`src/rtl/hotone_pkg.sv`:
```
// Shared constants, types and the one-hot decode helper for the class decoder.
package hotone_pkg;

  localparam int NUM_CLASSES = 10;
  localparam int IDX_W       = 4;
  localparam int CNT_W_DEF   = 16;

  typedef logic [IDX_W-1:0] class_idx_t;

  localparam class_idx_t ERR_IDX = 4'hF;

  typedef struct packed {
    logic       err;
    class_idx_t idx;
  } dec_res_t;

  // Bit NUM_CLASSES-1 is class 0. Anything other than exactly one set bit is
  // flagged as an error; multi-hot vectors are never priority-resolved.
  function automatic dec_res_t decode_onehot(input logic [NUM_CLASSES-1:0] vec);
    int unsigned ones;
    class_idx_t  idx;
    dec_res_t    res;
    ones = 0;
    idx  = ERR_IDX;
    for (int i = 0; i < NUM_CLASSES; i++) begin
      if (vec[NUM_CLASSES-1-i]) begin
        ones = ones + 1;
        idx  = class_idx_t'(i);
      end
    end
    if (ones == 1) begin
      res.err = 1'b0;
      res.idx = idx;
    end else begin
      res.err = 1'b1;
      res.idx = ERR_IDX;
    end
    return res;
  endfunction

endpackage

```
`src/rtl/sat_counter.sv`:
```
// Saturating up-counter; clear has priority over increment.
module sat_counter #(
  parameter int W = 16
) (
  input  logic         clk,
  input  logic         rst_n,
  input  logic         inc,
  input  logic         clr,
  output logic [W-1:0] cnt
);

  always_ff @(posedge clk or negedge rst_n) begin
    if (!rst_n) begin
      cnt <= '0;
    end else if (clr) begin
      cnt <= '0;
    end else if (inc && (cnt != {W{1'b1}})) begin
      cnt <= cnt + 1'b1;
    end
  end

endmodule

```
`src/rtl/hotone_decoder.sv`:
```
// Two-stage one-hot class decoder with per-class, total and error statistics.
module hotone_decoder
  import hotone_pkg::class_idx_t;
  import hotone_pkg::dec_res_t;
  import hotone_pkg::decode_onehot;
  import hotone_pkg::CNT_W_DEF;
#(
  parameter int NUM_CLASSES = hotone_pkg::NUM_CLASSES,
  parameter int CNT_W       = CNT_W_DEF
) (
  input  logic                   clk,
  input  logic                   rst_n,
  input  logic                   input_valid,
  input  logic [NUM_CLASSES-1:0] d_in,
  output logic                   output_valid,
  output logic [3:0]             d_out,
  output logic                   err,
  input  logic                   cnt_clear,
  input  logic [3:0]             rd_sel,
  output logic [CNT_W-1:0]       rd_cnt,
  output logic [CNT_W-1:0]       total_cnt,
  output logic [CNT_W-1:0]       err_cnt
);

  logic                   s1_valid;
  logic [NUM_CLASSES-1:0] s1_data;
  dec_res_t               s1_dec;

  assign s1_dec = decode_onehot(s1_data);

  always_ff @(posedge clk or negedge rst_n) begin
    if (!rst_n) begin
      s1_valid     <= 1'b0;
      s1_data      <= '0;
      output_valid <= 1'b0;
      d_out        <= '0;
      err          <= 1'b0;
    end else begin
      s1_valid     <= input_valid;
      s1_data      <= d_in;
      output_valid <= s1_valid;
      // d_out/err hold their last result while no new result is delivered
      if (s1_valid) begin
        d_out <= s1_dec.idx;
        err   <= s1_dec.err;
      end
    end
  end

  // Statistics are driven from the registered result, so they trail
  // output_valid by one edge.
  logic [NUM_CLASSES-1:0] cls_inc;
  logic [CNT_W-1:0]       class_cnt [NUM_CLASSES];

  always_comb begin
    cls_inc = '0;
    for (int i = 0; i < NUM_CLASSES; i++) begin
      cls_inc[i] = output_valid && !err && (d_out == class_idx_t'(i));
    end
  end

  for (genvar g = 0; g < NUM_CLASSES; g++) begin : g_cls
    sat_counter #(.W(CNT_W)) u_cls_cnt (
      .clk   (clk),
      .rst_n (rst_n),
      .inc   (cls_inc[g]),
      .clr   (cnt_clear),
      .cnt   (class_cnt[g])
    );
  end

  sat_counter #(.W(CNT_W)) u_total_cnt (
    .clk   (clk),
    .rst_n (rst_n),
    .inc   (output_valid),
    .clr   (cnt_clear),
    .cnt   (total_cnt)
  );

  sat_counter #(.W(CNT_W)) u_err_cnt (
    .clk   (clk),
    .rst_n (rst_n),
    .inc   (output_valid & err),
    .clr   (cnt_clear),
    .cnt   (err_cnt)
  );

  // Unmapped selects (10..15) read as zero.
  logic [CNT_W-1:0] rd_next;

  always_comb begin
    rd_next = '0;
    for (int i = 0; i < NUM_CLASSES; i++) begin
      if (rd_sel == class_idx_t'(i)) begin
        rd_next = class_cnt[i];
      end
    end
  end

  always_ff @(posedge clk or negedge rst_n) begin
    if (!rst_n) begin
      rd_cnt <= '0;
    end else begin
      rd_cnt <= rd_next;
    end
  end

endmodule
```
`config.mk`:
```
export PLATFORM = sky130hd
export DESIGN_NAME = hotone_decoder
export DESIGN_NICKNAME = d
export VERILOG_FILES = /design/src/rtl/hotone_pkg.sv /design/src/rtl/sat_counter.sv /design/src/rtl/hotone_decoder.sv
export SDC_FILE = /design/constraint.sdc
export NUM_CORES = 1
export LEC_CHECK = 0
export ABC_AREA = 1
export CAP_MARGIN = 20
export CORE_UTILIZATION = 42
export DETAILED_ROUTE_END_ITERATION = 10
export MAX_ROUTING_LAYER = met4
export PLACE_DENSITY = 0.58
export SYNTH_ARGS = -nofsm -noshare
export SYNTH_HDL_FRONTEND = slang
export SYNTH_SLANG_ARGS = --single-unit
export TNS_END_PERCENT = 100
```
`constraint.sdc`:
```
create_clock -name clk -period 12.94 [get_ports clk]
set_input_delay 2.588 -clock clk [delete_from_list [all_inputs] [get_ports clk]]
set_output_delay 2.588 -clock clk [all_outputs]
set_load 0.02 [all_outputs]
```
[Word level (Yosys, flattened, before mapping)]
Cells that the tools add are included.
Storage, ports and cells
  bits in registers: 225
  output and inout port bits: 54
Operators by class
  reduce and logical (&&, ||, !) cells: 38
  add/sub/neg operators: 21
  multiplexer cells: 55
  equality and inequality tests: 31
  bitwise operators: 1
Operators by type and width (count)
  $mux W16: 34
  $add A32 B1 Y32 const B: 9
  $mux W32: 9
  $add A16 B1 Y16 const B: 12
  $ne A16 B16 Y1 const B: 12
  $mux W4: 10
  $eq A32 B1 Y1 const B: 1
  $eq A4 B3 Y1 const B: 8
  $reduce_bool A2 Y1: 12
  $logic_and A1 B1 Y1: 23
  $eq A4 B2 Y1 const B: 4
  $eq A4 B4 Y1 const B: 4
  $eq A4 B1 Y1 const B: 2
  $logic_not A4 Y1: 2
  $mux W5: 1
  $and A1 B1 Y1: 1
  $logic_not A1 Y1: 1
  $mux W1: 1

[Depth between registers and ports, before layout]
  word-level depth: 21
  depth in mapped cells: 37
  mapped depth without buffers: 37

[By module]
A second synthesis with hierarchy kept.
Second synthesis, totals
  cell total of the unflattened synthesis: 2239
  area, all modules: 15657.5 um^2
Modules (own cells, without submodules)
  sat_counter: sequential area each 400.4 um^2, area each 1037.2 um^2, times used 12, cells each 144
  hotone_decoder: sequential area each 825.8 um^2, area each 3210.6 um^2, times used 1, cells each 511

[Worst setup path after synthesis]
OpenSTA, ideal clock, no wires.
  path type: reg-to-reg
  from: register s1_data[8]
  to: register d_out[2]
  arrival: 4815 ps
  setup slack: 8012 ps
  stages on the path, launching flop included: 36
  setup time: 113 ps
  data required time: 12827 ps
  cells stage by stage: dfrtp_1 > inv_1 > ha_1 > inv_1 > nand2_2 > nand2_1 > inv_1 > ha_1 > nand2_1 > nand2_1 > ha_1 > or2_1 > nand2_1 > inv_1 > ha_1 > nand2_1 > nand2_1 > ha_1 > nand2_1 > nand2_1 > ha_1 > nand2_1 > nand2_1 > ha_1 > or2_2 > o21ai_0 > inv_1 > ha_1 > nor2_1 > nand2_1 > o21ai_1 > o21ai_1 > nor2_2 > nand3_1 > nand2_1 > inv_1
Between the ends
  longest elaborated chain between the ends: 19
  elaborated cells between the ends (all ways): 28
Ends and longest elaborated chain
  start, declared: line hotone_decoder.sv:26  | logic [NUM_CLASSES-1:0] s1_data;
  start signal, assigned: line hotone_decoder.sv:40  | s1_data <= d_in;
  $mux W32: line hotone_pkg.sv:26  | if (vec[NUM_CLASSES-1-i]) begin
  $add A32 B1 Y32: line hotone_pkg.sv:27  | ones = ones + 1;
  $mux W32: line hotone_pkg.sv:26
  $add A32 B1 Y32: line hotone_pkg.sv:27
  $mux W32: line hotone_pkg.sv:26
  $add A32 B1 Y32: line hotone_pkg.sv:27
  $mux W32: line hotone_pkg.sv:26
  $add A32 B1 Y32: line hotone_pkg.sv:27
  (+3 left out)
  $add A32 B1 Y32: line hotone_pkg.sv:27
  $mux W32: line hotone_pkg.sv:26
  $add A32 B1 Y32: line hotone_pkg.sv:27
  $mux W32: line hotone_pkg.sv:26
  $add A32 B1 Y32: line hotone_pkg.sv:27
  $mux W32: line hotone_pkg.sv:26
  $eq A32 B1 Y1: line hotone_pkg.sv:31  | if (ones == 1) begin
  $mux W5 (*): line hotone_pkg.sv:31
  end signal, assigned: line hotone_decoder.sv:44  | d_out <= s1_dec.idx;
  end, declared: line hotone_decoder.sv:16  | output logic [3:0] d_out,
Mark *: on every way between the ends. The rest lies on a longest branch, timed or not.
A chain may end at the register's enable or synchronous reset.

[Worst setup path in the final report]
  from: register s1_data[8]
  to: register d_out[1]
Same word-level chain as after synthesis.

==> results.sh <==
export IMPL_io_pins=72
export IMPL_synth_area_um2=12800
export IMPL_pre_cts_slack_ns=7.45
export IMPL_area_growth_pct=16.2
export IMPL_cts_tree="built"
export IMPL_p_leak_nw=6.24
export IMPL_min_to="output_valid"
export IMPL_avgRoutedWirePerCell_um=15.8
export IMPL_fin_crit_ns=5.31
export IMPL_cp_data_arrival_time_ns=5.74
export IMPL_rsz0062_at_grt="false"
export IMPL_grt_max_degree=89
export IMPL_hold_viol=0
export IMPL_syn_avg_cell_area_um2=7.38
export IMPL_tns_ns=0
export IMPL_cap_violations=0
export IMPL_power_density_nw_per_um2=112
export IMPL_core_area_um2=29900
export IMPL_setup_viol=0
export IMPL_peakVddDrop_mv=0.0896
export IMPL_r2r_start="s1_data[8]"
export IMPL_n_antenna_cell=0
export IMPL_routed_via_density=5.37
export IMPL_overflow=0
export IMPL_clk_latency_ns=0.55
export IMPL_worstPathMaxFanout=5
export IMPL_antenna_found_initial=0
export IMPL_hold_buffers=0
export IMPL_port_buffers=71
export IMPL_fillCellCount=2919
export IMPL_max_freq_mhz=188
export IMPL_cts_path_max_buffers=3
export IMPL_min_path_cells=0
export IMPL_max_stage_delay_ns=0.34
export IMPL_first_global_vias=11400
export IMPL_cpMostUsedCell="nand2_1"
export IMPL_hp_start="s1_valid"
export IMPL_relSlewSlack=0.320
export IMPL_r2r_end="d_out[1]"
export IMPL_cts_setup_buffers=0
export IMPL_root_buffer="clkbuf_16"
export IMPL_dpl_cell_area_um2=13900
export IMPL_endpoint_kind="flop"
export IMPL_syn_nets=1778
export IMPL_yosysUniqueCellTypes=48
export IMPL_worstSetupPathType="reg -> reg"
export IMPL_drc=0
export IMPL_grtUsageTotal=0.238
export IMPL_r2r_setup_slack_ns=7.63
export IMPL_hpwl_um=25900
export IMPL_postRouteAntennaNets=0
export IMPL_worstMarginPinSlew_ns=1.02
export IMPL_cts_inserted_buffers=28
export IMPL_final_layout_size_suffix_gt1_frac=0.0611
export IMPL_yosysTopAreaCell="dfrtp_1"
export IMPL_rows=63
export IMPL_cp_data_required_time_ns=13.38
export IMPL_grt_pass1_wl_um=58200
export IMPL_layout_setup_ws_ns=7.63
export IMPL_firstDrtPassIters=6
export IMPL_worst_hold_path_type="reg -> reg"
export IMPL_yosysWarningCount=0
export IMPL_gp_congestion=0.948
export IMPL_wirelength_um=35100
export IMPL_initial_utilization=0.430
export IMPL_fp_dieW_um=177
export IMPL_clock_sinks=225
export IMPL_final_period_utilization=0.410
export IMPL_syn_inst=1738
export IMPL_fin_skew_ns=0.0114
export IMPL_crit_path_top_delay_cell="dfrtp_1"
export IMPL_ys_seq_area_frac=0.439
export IMPL_r2r_cells=35
export IMPL_final_max_slew_viol_count=0
export IMPL_cts_resized=0
export IMPL_die_area_um2=31300
export IMPL_fin_nets=1852
export IMPL_synth_top_area_share=0.439
export IMPL_die_y_um=177
export IMPL_status="finished, final reports clean"
export IMPL_final_area_um2=14900
export IMPL_synth_area_leaders="dfrtp_1 44%, nand2_1 9.6%, inv_1 8.3%"
export IMPL_critPathLaunchType="flop"
export IMPL_htreeDepth=1
export IMPL_clkSlewWorstSetupHoldPaths_ns=0.06
export IMPL_first_iter_violations=923
export IMPL_synth_seq_cells=225
export IMPL_route_vias_total=11900
[synth_stat cells (all sizes together)]
cell type / number
nand3b: 1
o211a: 1
and3: 3
o221ai: 3
o2111ai: 14
a2111oi: 3
xor2: 1
a31oi: 12
clkinv: 2
dfrtp: 225
o211ai: 12
o31ai: 1
nor4: 11
xnor2: 1
o21ai: 115
a22oi: 1
o22ai: 14
inv: 291
ha: 22
a311oi: 4
clkbuf: 29
nand2: 347
buf: 2
nand3: 95
o221a: 3
nand4: 22
nor3b: 5
o41ai: 1
a21boi: 1
o21a: 1
or2: 5
a21oi: 108
a211oi: 25
nor2: 238
a221oi: 20
nor3: 99
[layer usage]
metal,global-route usage,up-vias,routed length (um)
met2,0.350,340,15100
met5,-,-,0
met1,0.338,5607,17000
li1,-,5933,-
met3,0.0299,66,1830
met4,0.0812,0,1210
[sequential cells by signal, summed over array words and instances (netlist names)]
signal / count
u_err_cnt.cnt: 16
g_cls.u_cls_cnt.cnt: 160
d_out: 4
u_total_cnt.cnt: 16
err: 1
rd_cnt: 16
s1_data: 10
output_valid: 1
s1_valid: 1
[kinds of logic (layout without fill, tap and decap cells)]
kind of cell             Yosys count  after routing  share of synthesized area
flip-flops                       225            225                      0.439
adder cells (fa/ha/maj)           22             22                     0.0214
AND/OR/NAND/NOR                  826            826                      0.286
XOR/XNOR                           2              2                    0.00137
buffers and inverters            324            419                     0.0948
AO/OA/AOI/OAI                    339            339                      0.158
[worst max-delay path by stage]
stage,start,to,slack [ns]
after CTS,s1_data[9],d_out[1],7.62
after global placement,rd_sel[2],rd_cnt[10],7.40
after global routing,s1_data[8],d_out[2],7.05
after floorplan,s1_data[8],d_out[2],8.01
after detailed placement,rd_sel[2],rd_cnt[10],7.45
final,s1_data[8],d_out[1],7.63
[final cells by class]
cell class,count,area (um2),share of cell area
Multi-Input combinational cell,1189,5990,0.401
Clock inverter,7,87.6,0.00587
Clock buffer,44,882,0.0591
Timing Repair Buffer,75,741,0.0497
Sequential cell,225,5630,0.377
Tap cell,390,488,0.0327
Inverter,293,1100,0.0738
[layout by cell type, fill, tap and decap left out, drive strengths merged, types with 2 or more instances in the layout]
master         instances
dfrtp                225
clkbuf                44
nor4                  11
a31oi                 12
o221ai                 3
and3                   3
nand3                 95
a221oi                20
or2                    5
nand2                347
a21oi                108
a311oi                 4
o211ai                12
ha                    22
nor2                 238
clkdlybuf4s50         69
nor3                  99
o21ai                115
o2111ai               14
clkinv                 6
inv                  291
bufinv                 2
o221a                  3
nand4                 22
buf                    6
nor3b                  5
a211oi                25
a2111oi                3
o22ai                 14
[through the flow]
stage / hold WS [ns] / total power [mW] / cells / util
floorplan: 0.387 / 0.829 / 1738 / -
detailed placement: 0.419 / 0.882 / 2172 / 0.467
finish: 0.427 / 1.68 / 2223 / 0.499
CTS: 0.435 / 1.70 / 2223 / 0.499
global placement: 0.422 / 0.880 / 2172 / 0.467
global route: 0.453 / 1.75 / 2223 / 0.499
[power breakdown]
| part | switching [mW] | total (mW) | internal [mW] | leakage, nW |
|---|---|---|---|---|
| Sequential | 0.00944 | 0.722 | 0.712 | 3.08 |
| Combinational | 0.0985 | 0.146 | 0.0477 | 2.68 |
| Clock | 0.307 | 0.810 | 0.503 | 0.479 |
| Total | 0.415 | 1.68 | 1.26 | 6.24 |
[worst max-delay path: cells and delay by family, from the launching register on]
kind / cells / cell delay [ns]
and+or+nand+nor: 18 / 1.92
adders and majority gates: 8 / 2.26
buffers and inverters: 6 / 0.38
AOI/OAI and AO/OA: 3 / 0.29
DFF: 1 / 0.34
(Power assumes the default switching activity.)
